===== src/rtl/instruction_sequencer.sv =====
// instruction_sequencer
//   Multi-cycle control sequencer: fetches a 32-bit instruction into the
//   instruction register, then steps it through decode, execute, memory and
//   writeback while producing the register-file, ALU and data-memory strobes.
//   Owns the program counter, the retired-instruction counter and a
//   memory-ready watchdog.
//
// Ports
//   Clock, Reset_N       : clock, asynchronous active-low reset
//   Start                : begin execution (sampled in IDLE only)
//   IMem_*               : instruction fetch handshake (Req/Ready), address, data
//   Instruction_Reg      : latched instruction, feeds the decoder
//   Reg_Read_En, ALU_En  : one-cycle strobes in DECODE / EXECUTE
//   DMem_Req/Write/Ready : data memory handshake, Write = 1 for store
//   Reg_Write_En/Sel     : writeback strobe and source (0 = ALU, 1 = memory)
//   Busy, Halted, Error  : status decoded from state
//   Instr_Count          : retired-instruction count, wraps at 2^16
module instruction_sequencer #(
  parameter logic [31:0] RESET_PC    = 32'h0000_0000,
  parameter int unsigned PC_STEP     = 4,
  parameter int unsigned MEM_TIMEOUT = 255
) (
  input  logic        Clock,
  input  logic        Reset_N,
  input  logic        Start,
  output logic [31:0] IMem_Addr,
  output logic        IMem_Req,
  input  logic        IMem_Ready,
  input  logic [31:0] IMem_Data,
  output logic [31:0] Instruction_Reg,
  output logic        Reg_Read_En,
  output logic        ALU_En,
  output logic        DMem_Req,
  output logic        DMem_Write,
  input  logic        DMem_Ready,
  output logic        Reg_Write_En,
  output logic        Reg_Write_Sel,
  output logic        Busy,
  output logic        Halted,
  output logic        Error,
  output logic [15:0] Instr_Count
);

  typedef enum logic [2:0] {
    S_IDLE, S_FETCH, S_DECODE, S_EXECUTE, S_MEMORY, S_WRITEBACK, S_HALT, S_ERROR
  } state_e;

  localparam logic [5:0]  OP_RTYPE = 6'b000000;
  localparam logic [5:0]  OP_LOAD  = 6'b100010;
  localparam logic [5:0]  OP_STORE = 6'b100011;
  localparam logic [5:0]  OP_JUMP  = 6'b000010;
  localparam logic [5:0]  OP_HALT  = 6'b111111;
  localparam logic [31:0] PC_INC   = 32'(PC_STEP);
  // Last tolerated ready-low count; a further low cycle at this count times out.
  localparam logic [7:0]  WAIT_LAST = 8'(MEM_TIMEOUT - 1);

  state_e      state_q, state_d;
  logic [31:0] pc_q, pc_d;
  logic [31:0] ir_q, ir_d;
  logic [15:0] cnt_q, cnt_d;
  logic [7:0]  wait_q, wait_d;
  logic        sel_q, sel_d;
  logic [5:0]  opcode;

  assign opcode = ir_q[5:0];

  always_comb begin
    state_d = state_q;
    pc_d    = pc_q;
    ir_d    = ir_q;
    cnt_d   = cnt_q;
    wait_d  = wait_q;
    sel_d   = sel_q;
    case (state_q)
      S_IDLE: begin
        if (Start) begin
          state_d = S_FETCH;
          wait_d  = '0;
        end
      end
      S_FETCH: begin
        // Ready is tested first so it wins over an expiring watchdog.
        if (IMem_Ready) begin
          ir_d    = IMem_Data;
          state_d = S_DECODE;
        end else if (wait_q == WAIT_LAST) begin
          state_d = S_ERROR;
        end else begin
          wait_d = wait_q + 8'd1;
        end
      end
      S_DECODE: begin
        case (opcode)
          OP_RTYPE, OP_LOAD, OP_STORE: state_d = S_EXECUTE;
          OP_JUMP: begin
            pc_d    = {4'b0000, ir_q[31:6], 2'b00};
            cnt_d   = cnt_q + 16'd1;
            wait_d  = '0;
            state_d = S_FETCH;
          end
          OP_HALT: begin
            cnt_d   = cnt_q + 16'd1;
            state_d = S_HALT;
          end
          default: state_d = S_ERROR;
        endcase
      end
      S_EXECUTE: begin
        if (opcode == OP_RTYPE) begin
          sel_d   = 1'b0;
          state_d = S_WRITEBACK;
        end else begin
          wait_d  = '0;
          state_d = S_MEMORY;
        end
      end
      S_MEMORY: begin
        if (DMem_Ready) begin
          if (opcode == OP_STORE) begin
            pc_d    = pc_q + PC_INC;
            cnt_d   = cnt_q + 16'd1;
            wait_d  = '0;
            state_d = S_FETCH;
          end else begin
            sel_d   = 1'b1;
            state_d = S_WRITEBACK;
          end
        end else if (wait_q == WAIT_LAST) begin
          state_d = S_ERROR;
        end else begin
          wait_d = wait_q + 8'd1;
        end
      end
      S_WRITEBACK: begin
        pc_d    = pc_q + PC_INC;
        cnt_d   = cnt_q + 16'd1;
        wait_d  = '0;
        state_d = S_FETCH;
      end
      S_HALT:  state_d = S_HALT;
      S_ERROR: state_d = S_ERROR;
      default: state_d = S_ERROR;
    endcase
  end

  always_ff @(posedge Clock or negedge Reset_N) begin
    if (!Reset_N) begin
      state_q <= S_IDLE;
      pc_q    <= RESET_PC;
      ir_q    <= '0;
      cnt_q   <= '0;
      wait_q  <= '0;
      sel_q   <= 1'b0;
    end else begin
      state_q <= state_d;
      pc_q    <= pc_d;
      ir_q    <= ir_d;
      cnt_q   <= cnt_d;
      wait_q  <= wait_d;
      sel_q   <= sel_d;
    end
  end

  // All outputs come from registered state only.
  assign IMem_Addr       = pc_q;
  assign IMem_Req        = (state_q == S_FETCH);
  assign Instruction_Reg = ir_q;
  assign Reg_Read_En     = (state_q == S_DECODE);
  assign ALU_En          = (state_q == S_EXECUTE);
  assign DMem_Req        = (state_q == S_MEMORY);
  assign DMem_Write      = (state_q == S_MEMORY) && (opcode == OP_STORE);
  assign Reg_Write_En    = (state_q == S_WRITEBACK);
  assign Reg_Write_Sel   = sel_q;
  assign Busy            = (state_q != S_IDLE) && (state_q != S_HALT) && (state_q != S_ERROR);
  assign Halted          = (state_q == S_HALT);
  assign Error           = (state_q == S_ERROR);
  assign Instr_Count     = cnt_q;

endmodule


===== config.mk =====
export PLATFORM = sky130hd
export DESIGN_NAME = instruction_sequencer
export DESIGN_NICKNAME = d
export VERILOG_FILES = /design/src/rtl/instruction_sequencer.sv
export SDC_FILE = /design/constraint.sdc
export NUM_CORES = 1
export LEC_CHECK = 0
export ABC_AREA = 1
export ABC_CLOCK_PERIOD_IN_PS = 3480
export CORE_MARGIN = 1
export CORE_UTILIZATION = 25
export DETAILED_ROUTE_END_ITERATION = 8
export DONT_BUFFER_PORTS = 1
export PLACE_DENSITY = 0.44
export SYNTH_ARGS = -nofsm -noshare
export SYNTH_HDL_FRONTEND = slang
export SYNTH_SLANG_ARGS = --single-unit

===== constraint.sdc =====
create_clock -name Clock -period 3.48 [get_ports Clock]
set_input_delay 1.044 -clock Clock [delete_from_list [all_inputs] [get_ports Clock]]
set_output_delay 1.044 -clock Clock [all_outputs]
set_load 0.03 [all_outputs]

* After elaboration in Yosys (flattened, before gate mapping)
Index checks and enable logic that the tools add are counted.
** Word-level totals
- Memory bits (read-only) :: 0
- Bits of input ports :: 37
- Memory bits (writable) :: 0
- Logic and storage cells :: 77
- Latch bits :: 0
- Memories kept :: 0
- Register bits :: 92
- Output and inout bits :: 90
** Operators by class
- Bitwise operators :: 0
- Equality and inequality tests :: 24
- $mul :: 0
- Reduce and logical (&&, ||, !) cells :: 16
- Shift-type cells :: 0
- Add/sub/neg operators :: 3
- Divide/modulo/power cells :: 0
- $lt $le $gt $ge :: 0
- Multiplexer cells :: 28
** Operator list (count)
- 2-to-1 mux 32 bit :: 3
- case mux 32 bit (3 select lines) :: 1
- 2-to-1 mux 8 bit :: 7
- 2-to-1 mux 16 bit :: 3
- case mux 16 bit (3 select lines) :: 1
- case mux 8 bit (6 select lines) :: 1
- adder 32 x 3 -> 32 bit (second input constant) :: 1
- case mux 3 bit (8 select lines) :: 1
- == test 6 bit (second input constant) :: 3
- adder 16 x 1 -> 16 bit (second input constant) :: 1
- 2-to-1 mux 3 bit :: 5
- == test 3 bit (second input constant) :: 4
- AND reduction 4 bit :: 3
- inequality test 2 bit (second input constant) :: 5
- case mux 3 bit (3 select lines) :: 1
- adder 8 x 1 -> 8 bit (second input constant) :: 1
- == test 8 bit (second input constant) :: 1
- inequality test 2 x 1 -> 1 bit (second input constant) :: 4
- == test 3 x 2 -> 1 bit (second input constant) :: 2
- == test 6 x 2 -> 1 bit (second input constant) :: 1
- logical NOT 6 bit :: 1
- inequality test 3 bit (second input constant) :: 2
- AND reduction 6 bit :: 1
- nonzero test 3 bit :: 2
- 11 further kinds :: 16

* Logic depth before layout (Yosys ltp)
Gate-level depths: netlist (run 1).
- Depth after elaboration :: 4
- Gate-level depth with buffers :: 11
- Mapped depth without buffers :: 10

* Worst setup path after synthesis (run 1)
OpenSTA, ideal clock, no wires.
- Path type :: register to output
- Start point :: register ir_q[3] (netlist: Instruction_Reg[3])
- End point :: output DMem_Write
- Arrival :: 1.273 ns
- Cell stages (with the launch flop) :: 4
- Slack :: 1.163 ns
- Path buffers :: 0
- Path through :: dfrtp_1 nor2_1 nand3_1 nor2_1
** On the way
- Cells in the longest elaborated chain, start to end :: 2
** Ends and longest elaborated chain
- start, declared :: line 59 : logic [31:0] ir_q, ir_d;
- start signal, assigned :: line 157 : ir_q <= ir_d;
- == test 6 bit :: line 171 : assign DMem_Write = (state_q == S_MEMORY) && (opcode == OP_STORE);
- logical AND 1 bit :: line 171
- end, declared :: line 34 : output logic DMem_Write,
No other way between the ends.

* Worst setup path in the final report (run 1)
- Start point :: register ir_q[5] (netlist: Instruction_Reg[5])
- End point :: output DMem_Write
The elaborated chain is that of the path after synthesis.

==> results of run 1 <==
metrics by stage:
step | total power [W] | hold slack, ns | area, µm² | setup slack, ns
floorplan | 0.00108 | 0.479 | 5290 | 1.16
global placement | 0.00108 | 0.516 | 5550 | 1.06
detailed placement | 0.00108 | 0.513 | 5550 | 1.04
CTS | 0.00212 | 0.366 | 5840 | 0.652
global route | 0.00215 | 0.361 | 5840 | 0.534
finish | 0.00208 | 0.380 | 5840 | 0.677
flip-flops by register name, indices dropped and copies added, names as in the netlist:
name,cells
state_q,3
wait_q,8
Instr_Count,16
Instruction_Reg,32
Reg_Write_Sel,1
IMem_Addr,30
final cells by class:
class | count | area (µm²) | area share
Timing Repair Buffer | 3 | 22.5 | 0.00386
Inverter | 61 | 234 | 0.0401
Clock buffer | 11 | 243 | 0.0416
Multi-Input combinational cell | 531 | 2700 | 0.462
Clock inverter | 4 | 51.3 | 0.00878
Tap cell | 270 | 338 | 0.0578
Sequential cell | 90 | 2250 | 0.386
where the power goes:
part	switching (W)	total [W]	internal, W
sequential	0.00000103	0.00105	0.00105
combinational	0.00000951	0.0000114	0.00000184
clock	0.000442	0.00102	0.000575
logic make-up after synthesis:
family	share of synthesized area
adders and majority gates	0.00947
buffers and inverters	0.0635
AOI/OAI and AO/OA	0.0476
xor gates and xnor gates	0.0431
DFF	0.426
muxes	0.0618
other	0.000710
and+or+nand+nor	0.348
worst max-delay path: stages (launching register included):
cell     delay [ns]
dfrtp_1        0.56
inv_1          0.11
nor2_1         0.14
nand3_1        0.13
nor2_1         0.46
routing by layer:
metal  vias up  global-route usage  part of all wire
met3        11              0.0590             0.072
met1      2007               0.173              0.43
met4         2              0.0356             0.011
met2       111               0.250              0.49
li1       2223                   -                 -
met5         -                   0           0.00085
final timing paths:
kind                               startpoint             endpoint  slack, ns
min reg2reg                         wait_q[7]            wait_q[7]       0.52
max reg2reg                        state_q[1]  Instruction_Reg[10]       1.36
max in group asynchronous             Reset_N  Instruction_Reg[23]       2.95
max                        Instruction_Reg[5]           DMem_Write       0.68
min                                   Reset_N  Instruction_Reg[27]       0.38
min in group Clock                  wait_q[7]            wait_q[7]       0.52
cells in the final DEF, fill, tap and decap left out, types with 7 or more instances in the layout:
cell type	count
a21oi_1	7
clkbuf_16	9
dfrtp_1	90
inv_1	53
mux2_2	28
nand2_1	237
nand3_1	59
nor2_1	91
nor3_1	8
o211ai_1	7
o21ai_0	21
xnor2_1	7
xor2_1	19
==> summary.txt, run 1 <==
ant diodes - 0
FP Rows - 52
Cell Area, Synth - 5280 µm²
Mean Syn Cell Area - 7.59 µm²
die height - 147 µm
DIE AREA - 21700 µm²
Initial Utilization - 0.258
worst skew pair latency - 0.36 ns
most frequent cells after synthesis - nand2_1 (237), nor2_1 (91), dfrtp_1 (90), nand3_1 (59), inv_1 (53)
Min-Delay Path Class - input port to asynchronous set/reset pin
die width - 147 µm
setup TNS - 0 ns
actual slew at the worst max-slew pin - 0.668 ns
initial antenna violation count - 1
Fillers - 2249
Setup violations, final - 0
final wirelength - 15300 µm
nets@finish - 737
Worst Reg-to-Reg Cells - 4
Placer Congestion - 0.835
Max Clock Skew - 0.0128 ns
CTS root buf - clkbuf_16
post-placement cell count - 955
core area - 20500 µm²
Critical Path RT - 2.44 ns
Hold Fails Final Rpt - 0
Yosys cell types - 37
routed len/inst - 15.8 µm
IO buf count - 0
Worst setup EP type - output port
CTS H-tree lvls - 3
post-synthesis cell count - 696
total CTS buffers - 9
synth top area cells - dfrtp_1 (43%), nand2_1 (17%), nor2_1 (6.5%)
unrepaired setup endpoints after global routing - false
async set or reset register ratio after synthesis - 1.00
Setup Buffers After CTS - 0
Tot GR Track Use - 0.147
Layout Cells excl Fill - 970
yosys warns - 0
Seq/Total Area, Yosys - 0.426
via count - 4354
CP Class - flop to output port
CTS resizes - 0
max cap viols - 0
most common cell in the netlist - nand2_1
final max-slew violation count - 0
number of synthesized flops with an enable pin - 0
first-pass GRT wire length - 24600 µm
Yosys top cell by area - dfrtp_1
fmax - 357 MHz
Yosys reg bits - 90
share of layout cells above drive strength 1 - 0.104
DRC - 0
dpl hpwl - 11300 µm
top cell type's share of synthesized area - 0.426
run status - finished, final reports clean
global route overflow - 0
maximum vdd drop - 0.211 mV
Critical Path AT - 1.76 ns
post-DR vias/cell - 4.49
fin crit period - 2.80 ns
Final period util - 0.805
vias in the first global route - 4467
Most used DFF post-synth - dfrtp_1
Syn-to-layout area delta - 10.5%
Clock Path Buffers - 2
DRT iter0 DRCs - 255
PD cells - 355 nW/µm²
ANT nets after route - 0
Critical Path Start Type - flop
CTS tree - yes
Crit Path Max Fanout - 4
clock sink count - 90
io pins - 127
Leakage - 2.73 nW
Relative slew margins - 0.553
largest net degree at the start of global routing - 91
fin util - 0.285
Reg clk slew, reported paths - 0.07 ns
Post-CTS Hold Fix Bufs - 0
TritonRoute pass-1 iters - 4
(Power assumes the default switching activity.)
==> run 2: changes to the inputs <==
--- a/config.mk
+++ b/config.mk
@@ -6,7 +6,7 @@
 export NUM_CORES = 1
 export LEC_CHECK = 0
 export ABC_AREA = 1
-export ABC_CLOCK_PERIOD_IN_PS = 3480
+export ABC_CLOCK_PERIOD_IN_PS = 2700
 export CORE_MARGIN = 1
 export CORE_UTILIZATION = 25
 export DETAILED_ROUTE_END_ITERATION = 8
==> constraint.sdc (replaced) <==
create_clock -name Clock -period 2.7 [get_ports Clock]
set_input_delay 0.81 -clock Clock [delete_from_list [all_inputs] [get_ports Clock]]
set_output_delay 0.81 -clock Clock [all_outputs]
set_load 0.03 [all_outputs]
==> summary.txt, run 2 (synthesis gave the netlist of run 1 again) <==
run status - finished, final reports clean
setup TNS - 0 ns
fmax - 389 MHz
CP Class - flop to output port
max cap viols - 0
ANT nets after route - 0
DRT iter0 DRCs - 359
Clock Path Buffers - 2
Fillers - 2261
Post-CTS Hold Fix Bufs - 0
Tot GR Track Use - 0.147
PD cells - 456 nW/µm²
Final period util - 0.952
FP Rows - 52
largest net degree at the start of global routing - 91
max FFs per register - 32
io pins - 127
vias in the first global route - 4441
worst skew pair latency - 0.36 ns
IO buf count - 0
post-placement cell count - 962
Setup WS post-layout - 0.131 ns
most frequent cells in the layout - nand2_1 (237), nor2_1 (91), dfrtp_1 (90)
die width - 147 µm
Max Clock Skew - 0.00830 ns
initial antenna violation count - 2
DRC - 0
Layout Cells excl Fill - 979
Register Area - 2250 µm²
Critical Path Start Type - flop
CTS tree - yes
Relative slew margins - 0.595
Worst setup EP type - output port
dpl hpwl - 11400 µm
CP most frequent cell - nor2_1
actual slew at the worst max-slew pin - 0.605 ns
Crit Path Max Fanout - 4
Slowest cell on crit path - dfrtp_1
maximum vdd drop - 0.285 mV
TritonRoute pass-1 iters - 5
post-DR vias/cell - 4.48
Critical Path RT - 1.89 ns
fin util - 0.289
Critical Path AT - 1.76 ns
clock sink count - 90
total CTS buffers - 9
Placer Congestion - 0.866
Syn-to-layout area delta - 12.1%
Reg clk slew, reported paths - 0.07 ns
Leakage - 2.77 nW
most common cell after layout, fill and taps aside - nand2_1
crit-path cells - inv_1 > nor2_1 > nand3_1 > nor2_1
Hold Fails Final Rpt - 0
CTS resizes - 0
Placement Setup Slack - 0.508 ns
Initial Utilization - 0.258
fin crit period - 2.57 ns
via count - 4387
largest stage delay on the critical path - 0.57 ns
nets@finish - 744
share of layout cells above drive strength 1 - 0.114
area occupied by multi-input gates - 2700 µm²
DIE AREA - 21700 µm²
first-pass GRT wire length - 24600 µm
unrepaired setup endpoints after global routing - false
Power Total - 0.00270 W
die height - 147 µm
CTS root buf - clkbuf_16
Setup Buffers After CTS - 0
routed len/inst - 15.7 µm
core area - 20500 µm²
Setup violations, final - 0
CTS H-tree lvls - 3
global route overflow - 0
final wirelength - 15300 µm
final max-slew violation count - 0
Min-Delay Path Class - input port to asynchronous set/reset pin
-- run 2: worst paths after layout --
path,startpoint,end,slack [ns],cells after the start
worst max-delay path,Instruction_Reg[5],DMem_Write,0.13,4
worst min-delay path,Reset_N,Instruction_Reg[27],0.15,0
worst max register to register,IMem_Addr[2],IMem_Addr[20],0.67,9
worst min register to register,wait_q[6],wait_q[6],0.55,2
max in group asynchronous,Reset_N,Instruction_Reg[20],2.38,0
min in group Clock,wait_q[6],wait_q[6],0.55,2
-- run 2: through the flow --
step	cell area, µm²	hold WS (ns)
global route	5920	0.131
floorplan	5290	0.479
CTS	5920	0.131
detailed placement	5610	0.517
finish	5920	0.148
global placement	5610	0.516
-- run 2: power by group --
group | switching, W | internal [W] | leakage [nW]
sequential | 0.00000139 | 0.00135 | 1.16
clock | 0.000588 | 0.000749 | 0.146
combinational | 0.0000120 | 0.00000331 | 1.47
total | 0.000601 | 0.00210 | 2.77
-- run 2: cell type report --
class	count	area share
Timing Repair Buffer	10	0.0148
Antenna cell	1	0.000423
Sequential cell	90	0.380
Clock buffer	11	0.0410
Tap cell	270	0.0571
Clock inverter	5	0.0108
Inverter	61	0.0395
Multi-Input combinational cell	531	0.456
-- run 2: worst max-delay path: cells and delay by family (launching register included) --
family / cells / cell delay (ns)
buffers and inverters: 1 / 0.10
and+or+nand+nor: 3 / 0.73
DFF: 1 / 0.57
-- run 2: per-layer routing --
metal  vias up  part of all wire  global-route usage
met1      2015              0.44               0.179
met2       118              0.47               0.248
li1       2238                 -                   -
met5         -           0.00085                   0
met4         2             0.011              0.0397
met3        14             0.076              0.0509
==> run 3: changes to the inputs <==
--- a/config.mk
+++ b/config.mk
@@ -6,12 +6,12 @@
 export NUM_CORES = 1
 export LEC_CHECK = 0
 export ABC_AREA = 1
-export ABC_CLOCK_PERIOD_IN_PS = 2700
+export ABC_CLOCK_PERIOD_IN_PS = 2100
 export CORE_MARGIN = 1
-export CORE_UTILIZATION = 25
+export CORE_UTILIZATION = 58
 export DETAILED_ROUTE_END_ITERATION = 8
 export DONT_BUFFER_PORTS = 1
-export PLACE_DENSITY = 0.44
+export PLACE_DENSITY = 0.82
 export SYNTH_ARGS = -nofsm -noshare
 export SYNTH_HDL_FRONTEND = slang
 export SYNTH_SLANG_ARGS = --single-unit
==> constraint.sdc (replaced) <==
create_clock -name Clock -period 2.1 [get_ports Clock]
set_input_delay 0.63 -clock Clock [delete_from_list [all_inputs] [get_ports Clock]]
set_output_delay 0.63 -clock Clock [all_outputs]
set_load 0.03 [all_outputs]
==> summary.txt, run 3 (synthesis gave the netlist of run 1 again) <==
Critical Path AT - 1.39 ns
reg-to-reg endpoint - Instr_Count[10]
Min-Delay Path Class - input port to asynchronous set/reset pin
CP Class - flop to output port
FP Rows - 34
Max Clock Skew - 0.0154 ns
final max-slew violation count - 0
Worst Path Buf+Inv - 2
failing checks - hold timing
first-pass GRT wire length - 21200 µm
Metal-1 WL - 5380 µm
worst hold margin - -0.0652 ns
Setup violations, final - 0
post-DR vias/cell - 5.55
max cap viols - 0
Worst Setup SP - Instruction_Reg[0]
delay-heaviest family, CP - flip-flops
most frequent cells in the layout - nand2_1 (235), nor2_1 (89), dfrtp_1 (87)
worst skew pair latency - 0.38 ns
global route overflow - 0
Worst path depth - 5
Power Total - 0.00295 W
Syn-to-layout area delta - 9.80%
DRC - 0
fin crit period - 2.02 ns
io pins - 127
Hold Fails Final Rpt - 90
R2R Setup Slk - 0.24 ns
Final period util - 0.962
Critical Path RT - 1.47 ns
Crit Path Max Fanout - 5
clock sink count - 90
Clock Path Buffers - 2
Initial Utilization - 0.603
largest net degree at the start of global routing - 91
vias in the first global route - 4509
ANT nets after route - 0
PD cells - 509 nW/µm²
crit-path cells - nand2_2 > inv_1 > nand3_1 > nor2_1 > buf_4
worst reg2reg startpoint - state_q[0]
total CTS buffers - 9
Critical Path End - DMem_Write
largest stage delay on the critical path - 0.51 ns
via count - 4668
maximum vdd drop - 0.353 mV
die width - 97.4 µm
Worst setup EP type - output port
setup TNS - 0 ns
Reg clk slew, reported paths - 0.10 ns
max FFs per register - 32
final wirelength - 13000 µm
Leakage - 2.84 nW
Tot GR Track Use - 0.278
dpl hpwl - 9560 µm
CTS tree - yes
TritonRoute pass-1 iters - 5
run status - finished with violations
Fillers - 753
routed len/inst - 15.5 µm
core area - 8760 µm²
die height - 97.4 µm
DIE AREA - 9500 µm²
Slowest cell on crit path - dfrtp_2
DRT iter0 DRCs - 240
share of layout cells above drive strength 1 - 0.154
nets@finish - 769
most common cell after layout, fill and taps aside - nand2_1
fmax - 495 MHz
initial antenna violation count - 1
met2 wire len - 6470 µm
Worst Reg-to-Reg Cells - 8
Placer Congestion - 0.956
Max Used Layer - met4
Critical Path Start Type - flop
IO buf count - 0
CTS root buf - clkbuf_8
CTS H-tree lvls - 3
Routed met3 length - 946 µm
==> run 3: repair_timing <==
action,in CTS,in global routing
hold endpoints to repair,90,90
resized for setup,1,6
setup buffers,0,3
pin swaps,0,3
setup endpoints to repair,1,2
==> run 3: where the power goes <==
part	leakage (nW)	internal (W)	switching [W]
Combinational	1.59	0.00000548	0.0000153
Clock	0.0959	0.000548	0.000651
Sequential	1.15	0.00173	0.00000177
==> run 3: worst min path at each step <==
| stage | endpoint | cells after the start | slack, ns | startpoint |
|---|---|---|---|---|
| 6_report | IMem_Addr[28] | 0 | -0.07 | Reset_N |
| 4_1_cts | Instruction_Reg[28] | 0 | -0.07 | Reset_N |
| 2_1_floorplan | IMem_Addr[10] | 0 | 0.33 | Reset_N |
| 3_3_place_gp | Instruction_Reg[27] | 0 | 0.34 | Reset_N |
| 3_5_place_dp | Instruction_Reg[28] | 0 | 0.34 | Reset_N |
| 5_1_grt | Instruction_Reg[28] | 0 | -0.08 | Reset_N |
==> run 3: layout make-up <==
cell class	instances	area [µm²]	share of cell area
Multi-Input combinational cell	531	2710	0.467
Sequential cell	90	2260	0.389
Timing Repair Buffer	35	275	0.0474
Inverter	61	234	0.0403
Tap cell	108	135	0.0233
Clock buffer	9	124	0.0214
Clock inverter	6	65.1	0.0112
Antenna cell	1	2.50	0.000431
==> run 3: metal layers <==
layer	GRT usage	up-vias
li1	-	2277
met1	0.340	2215
met2	0.468	154
met3	0.0806	22
met4	0.102	0
met5	0	-
==> run 3: worst register-to-register path: cells and delay by family (launching register included) <==
kind                   cells  cell delay (ns)
AOI/OAI and AO/OA          1             0.09
buffers and inverters      3             0.52
DFF                        1             0.45
and+or+nand+nor            4             0.68
==> run 3: per-stage QoR <==
stage	setup slack (ns)	std cells	area [µm²]	util
after CTS	0.00118	837	5760	0.658
after global routing	-0.00385	840	5800	0.662
after detailed placement	0.252	822	5570	0.636
final	0.0793	841	5800	0.662
after floorplan	0.197	697	5290	-
after global placement	0.245	822	5570	0.636
